## src/rtl/alu_pkg.sv

```systemverilog
// rtl/alu_pkg.sv - shared ALU constants and divider state encoding
package alu_pkg;

    localparam int DATA_W = 32;

    typedef enum logic [1:0] {
        IDLE = 2'd0,
        RUN  = 2'd1,
        DONE = 2'd2
    } div_state_t;

    localparam logic [DATA_W-1:0] DIV_ZERO_QUOTIENT = {DATA_W{1'b1}};

endpackage

```

## src/rtl/seq_divider_if.sv

```systemverilog
// rtl/seq_divider_if.sv - start/busy/done handshake and operand/result bundle
interface seq_divider_if #(
    parameter int DATA_W = alu_pkg::DATA_W
);
    logic              start;
    logic [DATA_W-1:0] A;
    logic [DATA_W-1:0] B;
    logic [DATA_W-1:0] Quotient;
    logic [DATA_W-1:0] Remainder;
    logic              DivZero;
    logic              busy;
    logic              done;

    modport master (
        output start, A, B,
        input  Quotient, Remainder, DivZero, busy, done
    );

    modport slave (
        input  start, A, B,
        output Quotient, Remainder, DivZero, busy, done
    );
endinterface

```

## src/rtl/div_step.sv

```systemverilog
// rtl/div_step.sv - one combinational restoring shift-subtract iteration
module div_step #(
    parameter int DATA_W = alu_pkg::DATA_W
) (
    input  logic [DATA_W-1:0] rem,
    input  logic [DATA_W-1:0] q,
    input  logic [DATA_W-1:0] B,
    output logic [DATA_W-1:0] rem_next,
    output logic [DATA_W-1:0] q_next
);
    logic [DATA_W-1:0] rem_shifted;
    logic [DATA_W:0]   trial;
    logic              borrow;

    // Shift {rem,q} left one bit and trial-subtract the divisor; the extra
    // MSB of the subtract is the borrow-out. On borrow the shifted value is
    // kept (the restore), otherwise the difference replaces it.
    always_comb begin
        rem_shifted = {rem[DATA_W-2:0], q[DATA_W-1]};
        trial       = {1'b0, rem_shifted} - {1'b0, B};
        borrow      = trial[DATA_W];
        rem_next    = borrow ? rem_shifted : trial[DATA_W-1:0];
        q_next      = {q[DATA_W-2:0], ~borrow};
    end
endmodule

```

## src/rtl/seq_divider.sv

```systemverilog
// rtl/seq_divider.sv - iterative unsigned restoring divider, one bit per clock
module seq_divider #(
    parameter int DATA_W = alu_pkg::DATA_W
) (
    input  logic          clk,
    input  logic          rst_n,
    seq_divider_if.slave  bus
);
    import alu_pkg::*;

    localparam int CNT_W = $clog2(DATA_W);
    localparam logic [CNT_W-1:0] CNT_LAST = CNT_W'(DATA_W - 1);

    div_state_t        state;
    div_state_t        state_next;
    logic [CNT_W-1:0]  count;
    logic [DATA_W-1:0] rem_r;
    logic [DATA_W-1:0] q_r;
    logic [DATA_W-1:0] b_r;
    logic [DATA_W-1:0] quo_r;
    logic [DATA_W-1:0] rmd_r;
    logic              dz_r;
    logic [DATA_W-1:0] rem_next;
    logic [DATA_W-1:0] q_next;
    logic              accept;
    logic              b_zero;

    div_step #(.DATA_W(DATA_W)) u_step (
        .rem      (rem_r),
        .q        (q_r),
        .B        (b_r),
        .rem_next (rem_next),
        .q_next   (q_next)
    );

    assign accept = bus.start && (state == IDLE || state == DONE);
    assign b_zero = (bus.B == '0);

    // State register
    always_ff @(posedge clk or negedge rst_n) begin
        if (!rst_n) state <= IDLE;
        else        state <= state_next;
    end

    // Next state: a start in IDLE or DONE is accepted; DONE lasts one cycle
    always_comb begin
        state_next = state;
        case (state)
            IDLE, DONE: begin
                if (bus.start)          state_next = b_zero ? DONE : RUN;
                else if (state == DONE) state_next = IDLE;
            end
            RUN: begin
                if (count == '0) state_next = DONE;
            end
            default: state_next = IDLE;
        endcase
    end

    // Operand latch, iteration registers and held results
    always_ff @(posedge clk or negedge rst_n) begin
        if (!rst_n) begin
            count <= '0;
            rem_r <= '0;
            q_r   <= '0;
            b_r   <= '0;
            quo_r <= '0;
            rmd_r <= '0;
            dz_r  <= 1'b0;
        end else if (accept) begin
            b_r   <= bus.B;
            q_r   <= bus.A;
            rem_r <= '0;
            count <= CNT_LAST;
            if (b_zero) begin
                quo_r <= {DATA_W{1'b1}};
                rmd_r <= bus.A;
                dz_r  <= 1'b1;
            end else begin
                quo_r <= '0;
                dz_r  <= 1'b0;
            end
        end else if (state == RUN) begin
            rem_r <= rem_next;
            q_r   <= q_next;
            if (count == '0) begin
                quo_r <= q_next;
                rmd_r <= rem_next;
            end else begin
                count <= count - 1'b1;
            end
        end
    end

    assign bus.busy      = (state == RUN);
    assign bus.done      = (state == DONE);
    assign bus.Quotient  = quo_r;
    assign bus.Remainder = rmd_r;
    assign bus.DivZero   = dz_r;
endmodule

```

## src/flat_wrapper.sv

```systemverilog
// flat-port wrapper written by rule: the top's interface ports become plain ports
module seq_divider_flat import alu_pkg::*;
#(
    parameter int DATA_W = alu_pkg::DATA_W
)
  (clk, rst_n, bus_start, bus_A, bus_B, bus_Quotient, bus_Remainder, bus_DivZero, bus_busy, bus_done);
  seq_divider_if #(.DATA_W(DATA_W)) bus_i ();
  input  logic clk;
  input  logic rst_n;
  input wire logic [$bits(bus_i.start)-1:0] bus_start;
  input wire logic [$bits(bus_i.A)-1:0] bus_A;
  input wire logic [$bits(bus_i.B)-1:0] bus_B;
  output wire logic [$bits(bus_i.Quotient)-1:0] bus_Quotient;
  output wire logic [$bits(bus_i.Remainder)-1:0] bus_Remainder;
  output wire logic [$bits(bus_i.DivZero)-1:0] bus_DivZero;
  output wire logic [$bits(bus_i.busy)-1:0] bus_busy;
  output wire logic [$bits(bus_i.done)-1:0] bus_done;
  assign bus_i.start = bus_start;
  assign bus_i.A = bus_A;
  assign bus_i.B = bus_B;
  assign bus_Quotient = bus_i.Quotient;
  assign bus_Remainder = bus_i.Remainder;
  assign bus_DivZero = bus_i.DivZero;
  assign bus_busy = bus_i.busy;
  assign bus_done = bus_i.done;
  seq_divider #(.DATA_W(DATA_W)) u_core (.clk(clk), .rst_n(rst_n), .bus(bus_i));
endmodule
```

## config.mk

```make
export PLATFORM = sky130hd
export DESIGN_NAME = seq_divider_flat
export DESIGN_NICKNAME = d
export VERILOG_FILES = /design/src/rtl/alu_pkg.sv /design/src/rtl/seq_divider_if.sv /design/src/rtl/div_step.sv /design/src/rtl/seq_divider.sv /design/src/flat_wrapper.sv
export SDC_FILE = /design/constraint.sdc
export NUM_CORES = 1
export LEC_CHECK = 0
export ABC_AREA = 0
export ABC_CLOCK_PERIOD_IN_PS = 3100
export BUFFER_PORTS_ARGS = -buffer_cell sky130_fd_sc_hd__clkbuf_2
export CAP_MARGIN = 5
export CORE_AREA = 2 2 177 179
export CTS_BUF_LIST = sky130_fd_sc_hd__clkbuf_4
export CTS_CLUSTER_SIZE = 12
export DETAILED_ROUTE_END_ITERATION = 10
export DIE_AREA = 0 0 179 181
export GPL_ROUTABILITY_DRIVEN = 1
export MAX_ROUTING_LAYER = met4
export SETUP_SLACK_MARGIN = 0.4
export SLEW_MARGIN = 20
export SYNTH_ARGS = -nofsm -noshare
export SYNTH_HDL_FRONTEND = slang
export SYNTH_SLANG_ARGS = --single-unit
```

## constraint.sdc

```tcl
create_clock -name clk -period 3.1 [get_ports clk]
set_clock_uncertainty 0.05 [all_clocks]
set_input_delay 0.155 -clock clk [delete_from_list [all_inputs] [get_ports clk]]
set_output_delay 0.155 -clock clk [all_outputs]
set_load 0.005 [all_outputs]
```

Yosys cells after proc, flatten, opt, wreduce, memory -nomap -nowiden
Cells that the tools add are included.
Cells by class
  eq/ne operators: 6
  reduce and logical (&&, ||, !) cells: 12
  multiplexer cells: 22
  $add $sub $neg: 2
  bitwise logic cells: 1
Operators with widths (number)
  32-bit 2-to-1 mux: 11
  31-bit 2-to-1 mux: 2
  32-bit by 32-bit subtractor with 33-bit output: 1
  32-bit logical NOT: 1
  5-bit 2-to-1 mux: 3
  2-bit 2-to-1 mux: 4
  2-bit AND reduction: 3
  5-bit logical NOT: 1
  5-bit by 1-bit subtractor with 5-bit output, second input constant: 1
  2-bit by 1-bit inequality test with 1-bit output, second input constant: 2
  2-bit one-hot mux with 2 select lines: 1
  2-bit nonzero test: 2
  3-bit inequality test, second input constant: 1
  3-bit AND reduction: 1
  2-bit by 1-bit equality test with 1-bit output, second input constant: 1
  2-bit equality test, second input constant: 1
  2-bit logical NOT: 1
  2-bit inequality test, second input constant: 1
  2-bit OR reduction: 1
  1-bit logical AND: 1
  1-bit logical OR: 1
  1-bit 2-to-1 mux: 1
  1-bit NOT: 1
Word-level totals
  input bits: 67
  output and inout bits: 67
  word-level logic and storage cells: 51
  register bits after elaboration: 167

Logic depth before layout (Yosys ltp)
Gate-level depths: netlist (run 1).
  depth in word-level cells: 5
  gate-level depth with buffers: 14
  mapped depth without buffers: 12

Modules after synthesis
Synthesis (run 1) repeated with hierarchy kept, for this count alone.
Second synthesis, totals
  cell total of the unflattened synthesis: 1066
  area, all modules: 9317.7 um2
Modules (own cells, without submodules)
  seq_divider: area an instance 6862.8 um2, cells an instance 679, seq. area each 4204.0 um2, instances 1
  div_step: area an instance 2454.9 um2, cells an instance 387, seq. area each 0.0 um2, instances 1

Worst setup path before layout (run 1)
OpenSTA, ideal clock, no wires.
  kind: reg2reg
  start: register u_core.b_r[0]
  end: register u_core.rmd_r[10] (netlist: u_core.bus.Remainder[10])
  setup slack: 0.511 ns
  stages on the path, launching flop included: 13
  data arrival time: 2.414 ns
  library setup time: 0.125 ns
  clock period less this slack: 2.589 ns
  cell sequence: dfrtp_1 ha_1 fa_1 nand2b_1 a21oi_1 o211ai_1 nand2_1 o221ai_2 buf_6 buf_6 a21oi_2 a21oi_1 mux2_2
On the way
  longest elaborated chain between the ends: 5
RTL lines
  start: declaration: RTL line seq_divider.sv:19  | logic [DATA_W-1:0] b_r;
  start signal: assignment: RTL line seq_divider.sv:71  | b_r <= bus.B;
  32-bit by 32-bit subtractor with 33-bit output: RTL line div_step.sv:20  | trial = {1'b0, rem_shifted} - {1'b0, B};
  32-bit 2-to-1 mux: RTL line div_step.sv:22  | rem_next = borrow ? rem_shifted : trial[DATA_W-1:0];
  32-bit 2-to-1 mux: RTL line seq_divider.sv:86  | if (count == '0) begin
  32-bit 2-to-1 mux: RTL line seq_divider.sv:83  | end else if (state == RUN) begin
  32-bit 2-to-1 mux: RTL line seq_divider.sv:70  | end else if (accept) begin
  end signal: assignment: RTL line seq_divider.sv:77  | rmd_r <= bus.A;
  end signal: assignment: RTL line seq_divider.sv:88  | rmd_r <= rem_next;
  end: declaration: RTL line seq_divider.sv:21  | logic [DATA_W-1:0] rmd_r;
No other way between the ends. The select of a mux whose other input is x is not followed.
A chain may end at the register's enable or synchronous reset.

Worst setup path after layout (run 1)
  start: register u_core.q_r[31]
  end: register u_core.rmd_r[5] (netlist: u_core.bus.Remainder[5])
On the way
  longest elaborated chain between the ends: 5
RTL lines
  start: declaration: RTL line seq_divider.sv:18  | logic [DATA_W-1:0] q_r;
  start signal: assignment: RTL line seq_divider.sv:72  | q_r <= bus.A;
  start signal: assignment: RTL line seq_divider.sv:85  | q_r <= q_next;
  32-bit by 32-bit subtractor with 33-bit output: RTL line div_step.sv:20
  32-bit 2-to-1 mux: RTL line div_step.sv:22
  32-bit 2-to-1 mux: RTL line seq_divider.sv:86
  32-bit 2-to-1 mux: RTL line seq_divider.sv:83
  32-bit 2-to-1 mux: RTL line seq_divider.sv:70
No other way between the ends. The select of a mux whose other input is x is not followed.

==> flow_metrics.env, run 1 <==
export IMPL_synth_warnings=0
export IMPL_nFillCells=2958
export IMPL_overflow=0
export IMPL_synth_top_cell_area_share_pct=46.5
export IMPL_synth_common_cells="nand2_1 (229), dfrtp_1 (167), o21ai_0 (85)"
export IMPL_first_global_vias=8835
export IMPL_dp_hpwl_um=20600
export IMPL_slew_violations=0
export IMPL_clock_latency_ns=0.59
export IMPL_die_h_um=181
export IMPL_relSlewSlack_pct=44.2
export IMPL_grt_max_degree=85
export IMPL_remaining_drc_errors=0
export IMPL_ys_ff_latch=167
export IMPL_cp_required_ns=3.54
export IMPL_wire_per_inst_um=18.3
export IMPL_worst_pin_slew_ns=0.837
export IMPL_setup_viol_count_final=0
export IMPL_start_util_pct=29.6
export IMPL_hold_viol_final=0
export IMPL_cp_end_kind="flop"
export IMPL_rsz0062_at_grt="yes"
export IMPL_grt_pass1_wl_um=47700
export IMPL_grt_usage_pct=19.3
export IMPL_period_share_pct=93.2
export IMPL_core_um2=30300
export IMPL_die_area_um2=32400
export IMPL_ys_types=61
export IMPL_yosysMostFrequentCell="nand2_1"
export IMPL_dr_total_vias=8836
export IMPL_ys_seq_area_share_pct=46.5
export IMPL_criticalPathCategory="reg2reg"
export IMPL_ys_flop_type="dfrtp_1"
export IMPL_diodes=0
export IMPL_syn_mean_instance_area_um2=8.68
export IMPL_synth_nets=1137
export IMPL_routed_wirelength_um=31100
export IMPL_setup_tns_ns=0
export IMPL_startpoint_type="flop"
export IMPL_area_delta_synth_final_pct=41.8
export IMPL_die_x_um=179
export IMPL_port_buffers=133
export IMPL_synthCells=1035
export IMPL_async_flop_share_pct=100
export IMPL_drt_initial_drc_count=594
export IMPL_synthTopCellsByArea="dfrtp_1 (47%), nand2_1 (9.6%), a31oi_1 (5.1%), ha_1 (4.7%), o21ai_0 (4.7%)"
export IMPL_cts_sinks=167
export IMPL_layout_min_cycle_time_ns=2.89
export IMPL_status="completed"
export IMPL_syn_area_um2=8980
export IMPL_antenna_found_initial=0
export IMPL_final_core_util_pct=42.0
export IMPL_drive_gt1_share_pct=32.3
export IMPL_cts_made_buffers=17
export IMPL_path_clk_slew_ns=0.15
export IMPL_synth_top_area_cell="dfrtp_1"
export IMPL_cts_tree="done"
export IMPL_path_max_fanout=5
export IMPL_vias_per_cell=5.20
export IMPL_clock_root_buffer="clkbuf_4"
export IMPL_std_cell_rows=64
export IMPL_ant_nets=0
export IMPL_cap_viol_max_count=0
export IMPL_critPathArrivalTime_ns=3.33
export IMPL_place_gp_congestion=0.911
export IMPL_firstDrtPassIters=5
export IMPL_layout_nets=1391
export IMPL_clk_path_buf_depth=2
export IMPL_htreeDepth=4
export IMPL_io_pins=134
export IMPL_min_path_type="in2reg"
export IMPL_max_freq_mhz=346
export IMPL_synth_enable_flop_cells=0
[state kept, by name, summed over array words and instances, names as in the netlist]
signal	flops
u_core.b_r	32
u_core.bus.Quotient	32
u_core.bus.Remainder	32
u_core.q_r	32
u_core.rem_r	31
u_core.count	5
u_core.state	2
u_core.bus.DivZero	1
[cell families (layout without fill, tap and decap cells)]
kind of cell	after synthesis	count (layout)	synth area share, %
and+or+nand+nor	363	363	17.1
xor gates and xnor gates	29	29	2.83
muxes	19	19	2.21
AOI/OAI and AO/OA	311	311	21.3
buffers and inverters	111	378	5.08
adders and majority gates	35	35	4.96
DFF	167	167	46.5
[metal layers]
metal / part of all wire, % / track usage, %
met3: 5.8 / 3.75
met1: 43 / 24.7
met4: 2.4 / 4.68
met2: 49 / 31.4
met5: 0 / -
[final timing paths]
| path | slack [ns] | depth (start not counted) | start | to |
|---|---|---|---|---|
| worst max-delay path | 0.21 | 15 | u_core.q_r[31] | u_core.bus.Remainder[5] |
| worst min-delay path | 0.04 | 4 | bus_A[29] | u_core.q_r[29] |
| worst max register to register | 0.21 | 15 | u_core.q_r[31] | u_core.bus.Remainder[5] |
| worst min register to register | 0.45 | 1 | u_core.bus.Remainder[24] | u_core.bus.Remainder[24] |
| max in group asynchronous | 2.08 | 3 | rst_n | u_core.bus.Remainder[30] |
| min in group asynchronous | 0.05 | 2 | rst_n | u_core.b_r[27] |
[worst max-delay path, cell delays in order (launching register included)]
cell,delay (ns)
dfrtp_1,0.41
inv_2,0.06
ha_4,0.17
fa_2,0.34
nand2b_4,0.16
a21oi_4,0.14
o211ai_1,0.12
nand2_1,0.17
o221ai_4,0.17
buf_6,0.17
buf_8,0.14
buf_16,0.14
nand2_2,0.05
o31a_1,0.17
a21oi_2,0.06
mux2_4,0.27
[cell usage in the layout (no fill, tap or decap), types with 10 or more instances in the layout]
| master | count |
|---|---|
| ha_4 | 21 |
| o21ai_1 | 21 |
| buf_4 | 81 |
| a21oi_4 | 12 |
| nor2_2 | 11 |
| buf_6 | 10 |
| nand2_1 | 223 |
| clkbuf_2 | 132 |
| dlygate4sd3_1 | 64 |
| a21oi_2 | 18 |
| dfrtp_2 | 11 |
| inv_1 | 39 |
| a31oi_1 | 71 |
| a21o_1 | 17 |
| xor2_1 | 11 |
| a21oi_1 | 40 |
| nor2_1 | 54 |
| o21ai_0 | 64 |
| xnor2_1 | 14 |
| dfrtp_1 | 156 |
| clkbuf_4 | 18 |
[cell type report]
class	instances	area [um^2]	share of cell area, %
Tap cell	396	495	3.89
Multi-Input combinational cell	757	5250	41.2
Inverter	46	173	1.35
Clock buffer	18	135	1.06
Clock inverter	14	173	1.35
Sequential cell	167	4190	32.9
Timing Repair Buffer	300	2330	18.3
[through the flow]
step | area [um^2] | setup slack [ns] | std cells | hold slack, ns
3_5_place_dp | 10100 | 0.0598 | 1525 | 0.167
6_report | 12700 | 0.211 | 1698 | 0.0415
5_1_grt | 12700 | 0.141 | 1698 | 0.00120
4_1_cts | 12200 | 0.305 | 1676 | 0.0243
3_3_place_gp | 10100 | 0.173 | 1525 | 0.168
2_1_floorplan | 8980 | 0.511 | 1035 | -0.191
[what timing repair did]
action / in CTS / in global routing
hold endpoints to repair: 158 / 0
gates cloned: 6 / 1
hold buffers: 64 / 0
resized for setup: 120 / 96
pin swaps: 49 / 53
endpoints found under the setup margin: 64 / 63
setup buffers: 49 / 21
Power of run 1 is not shown: default switching activity piles up to over one toggle a cycle in this logic, so the estimate is an artifact.
==> run 2, diff against run 1 <==
--- a/config.mk
+++ b/config.mk
@@ -6,7 +6,7 @@
 export NUM_CORES = 1
 export LEC_CHECK = 0
 export ABC_AREA = 0
-export ABC_CLOCK_PERIOD_IN_PS = 3100
+export ABC_CLOCK_PERIOD_IN_PS = 3350
 export BUFFER_PORTS_ARGS = -buffer_cell sky130_fd_sc_hd__clkbuf_2
 export CAP_MARGIN = 5
 export CORE_AREA = 2 2 177 179
@@ -16,8 +16,9 @@
 export DIE_AREA = 0 0 179 181
 export GPL_ROUTABILITY_DRIVEN = 1
 export MAX_ROUTING_LAYER = met4
-export SETUP_SLACK_MARGIN = 0.4
+export SETUP_SLACK_MARGIN = 0.5
 export SLEW_MARGIN = 20
 export SYNTH_ARGS = -nofsm -noshare
 export SYNTH_HDL_FRONTEND = slang
 export SYNTH_SLANG_ARGS = --single-unit
+export TNS_END_PERCENT = 100
==> constraint.sdc (replaced) <==
create_clock -name clk -period 3.35 [get_ports clk]
set_clock_uncertainty 0.05 [all_clocks]
set_input_delay 0.1675 -clock clk [delete_from_list [all_inputs] [get_ports clk]]
set_output_delay 0.1675 -clock clk [all_outputs]
set_load 0.005 [all_outputs]
==> run 2 against run 1 <==
Effect of this change:
- critical path depth shrank 3
- cell count shrank 2.3%
- die area is the same
- routed wire length shrank 5.1%
- non-clock buffer count shrank 39
- hold slack lost 0.018 ns
- utilization shrank 2.2 points
- sequential cell count is the same
- clock-buffer cell count shrank 1
- via count shrank 4.4%
- worst setup slack gained 0.32 ns
- critical path type unchanged
- critical endpoint is now u_core.bus.Remainder[22]
==> flow_metrics.env, run 2 (synthesis gave the netlist of run 1 again) <==
export IMPL_std_cell_rows=64
export IMPL_cp_required_ns=3.75
export IMPL_dp_cells=1518
export IMPL_min_path_type="in2reg"
export IMPL_p_seq_share_pct=24.6
export IMPL_path_clk_slew_ns=0.17
export IMPL_p_leak_nw=5.34
export IMPL_clock_root_buffer="clkbuf_4"
export IMPL_routed_wirelength_um=29600
export IMPL_drive_gt1_share_pct=26.3
export IMPL_area_delta_synth_final_pct=34.5
export IMPL_cp_num_buf_inv=1
export IMPL_cts_made_buffers=17
export IMPL_cts_tree="done"
export IMPL_status="completed"
export IMPL_max_stage_delay_ns=0.44
export IMPL_p_clk_share_pct=8.7
export IMPL_p_total_mw=15.5
export IMPL_hold_viol_final=0
export IMPL_firstDrtPassIters=6
export IMPL_dp_hpwl_um=20700
export IMPL_p_int_mw=8.33
export IMPL_startpoint_type="flop"
export IMPL_ant_nets=0
export IMPL_peakVddDrop_uv=585
export IMPL_hold_slack_ns=0.0233
export IMPL_powerDensity_nw_per_um2=1280
export IMPL_vias_per_cell=5.09
export IMPL_layout_min_cycle_time_ns=2.82
export IMPL_remaining_drc_errors=0
export IMPL_cap_viol_max_count=0
export IMPL_dr_total_vias=8450
export IMPL_setup_viol_count_final=0
export IMPL_register_area_um2=4190
export IMPL_p_switching_mw=7.14
export IMPL_htreeDepth=4
export IMPL_crit_slowest_cell="dfrtp_1"
export IMPL_path_max_fanout=3
export IMPL_multi_input_area_um2=4970
export IMPL_layout_cells_most_common="nand2_1"
export IMPL_max_freq_mhz=355
export IMPL_port_buffers=133
export IMPL_hold_depth=3
export IMPL_clk_path_buf_depth=2
export IMPL_r2r_cells=12
export IMPL_grt_pass1_wl_um=46600
export IMPL_criticalPathCategory="reg2reg"
export IMPL_die_h_um=181
export IMPL_antenna_found_initial=0
export IMPL_setup_tns_ns=0
export IMPL_finalNonFillerCells=1659
export IMPL_cts_sinks=167
export IMPL_core_um2=30300
export IMPL_nFillCells=3001
export IMPL_io_pins=134
export IMPL_path_cells="ha_4 -> fa_2 -> nand2b_4 -> a21oi_4 -> buf_4 -> o21ai_1 -> o211a_1 -> o21ai_4 -> nand2_1 -> xnor2_1 -> mux2i_1 -> o21ai_0"
export IMPL_diodes=0
export IMPL_worst_pin_slew_ns=0.782
export IMPL_die_x_um=179
export IMPL_drt_initial_drc_count=659
export IMPL_relSlewSlack_pct=47.9
export IMPL_clock_latency_ns=0.61
export IMPL_switching_share_pct=46.2
export IMPL_wire_per_inst_um=17.8
export IMPL_overflow=0
export IMPL_worst_path_stages=12
export IMPL_slew_violations=0
export IMPL_critPathArrivalTime_ns=3.22
export IMPL_first_global_vias=8471
export IMPL_grt_max_degree=79
export IMPL_start_util_pct=29.6
export IMPL_pwr_share_comb_pct=66.8
export IMPL_period_share_pct=84.2
export IMPL_final_cell_mix="nand2_1 (224), dfrtp_1 (162), clkbuf_2 (132)"
export IMPL_grt_usage_pct=19.0
export IMPL_die_area_um2=32400
export IMPL_cp_end_kind="flop"
export IMPL_place_gp_congestion=0.865
export IMPL_rsz0062_at_grt="yes"
export IMPL_critPathTopFamily="compound AO/OA/AOI/OAI gates"
export IMPL_layout_nets=1352
-- run 2: cell count changes in the layout (fill, tap and decap cells not counted), sizes merged --
| cell | change |
|---|---|
| buf | -46 |
| dlygate4sd3 | +7 |
| inv | +5 |
| clkinv | -2 |
| bufinv | -1 |
| clkbuf | -1 |
| clkinvlp | -1 |
-- run 2: path summary, 6_finish.rpt --
kind	from	endpoint	slack, ns
max	u_core.b_r[0]	u_core.bus.Remainder[22]	0.53
min	bus_start	u_core.b_r[3]	0.02
max reg2reg	u_core.b_r[0]	u_core.bus.Remainder[22]	0.53
min reg2reg	u_core.bus.Remainder[13]	u_core.bus.Remainder[13]	0.46
max in group asynchronous	rst_n	u_core.bus.Quotient[17]	2.30
min in group asynchronous	rst_n	u_core.b_r[26]	0.11
-- run 2: final cells by class --
class	count	area share, %
Clock buffer	17	1.06
Clock inverter	15	1.51
Inverter	46	1.43
Multi-Input combinational cell	757	41.1
Sequential cell	167	34.6
Tap cell	396	4.10
Timing Repair Buffer	261	16.1
-- run 2: timing repair --
| item | CTS | global route |
|---|---|---|
| setup endpoints to repair | 40 | 57 |
| resized for setup | 52 | 77 |
| pin swaps | 14 | 26 |
| setup buffers | 16 | 19 |
| gates cloned | 2 | 1 |
| hold buffers | 71 | 0 |
| hold endpoints to repair | 170 | 0 |
-- run 2: per-stage QoR --
step	instance area (um^2)	setup slack, ns	utilization [%]
after global routing	12100	0.428	39.8
after CTS	11600	0.485	38.1
after detailed placement	10100	0.315	33.3
after floorplan	8980	0.761	-
after global placement	10100	0.360	33.3
final	12100	0.530	39.8
-- run 2: layer usage --
metal / track usage, % / up-vias / share of wire [%]
li1: - / 4056 / -
met1: 24.2 / 4114 / 44
met2: 30.9 / 244 / 49
met3: 3.58 / 36 / 5.3
met4: 4.72 / 0 / 2.0
met5: - / - / 0
-- run 2: worst min-delay path, cell delays in order --
cell,delay [ns]
clkbuf_2,0.11
nor2b_4,0.21
o21ai_0,0.16
-- run 2: power by group through the flow --
stage	logic, mW	registers, mW	clock network [mW]
2_1_floorplan	5.65	3.59	0
3_3_place_gp	7.61	3.78	0
3_5_place_dp	7.67	3.79	0
4_1_cts	8.94	3.77	1.36
5_1_grt	11.3	3.92	1.46
6_report	10.3	3.80	1.34
Note: power is estimated with default switching activity, not from simulation.
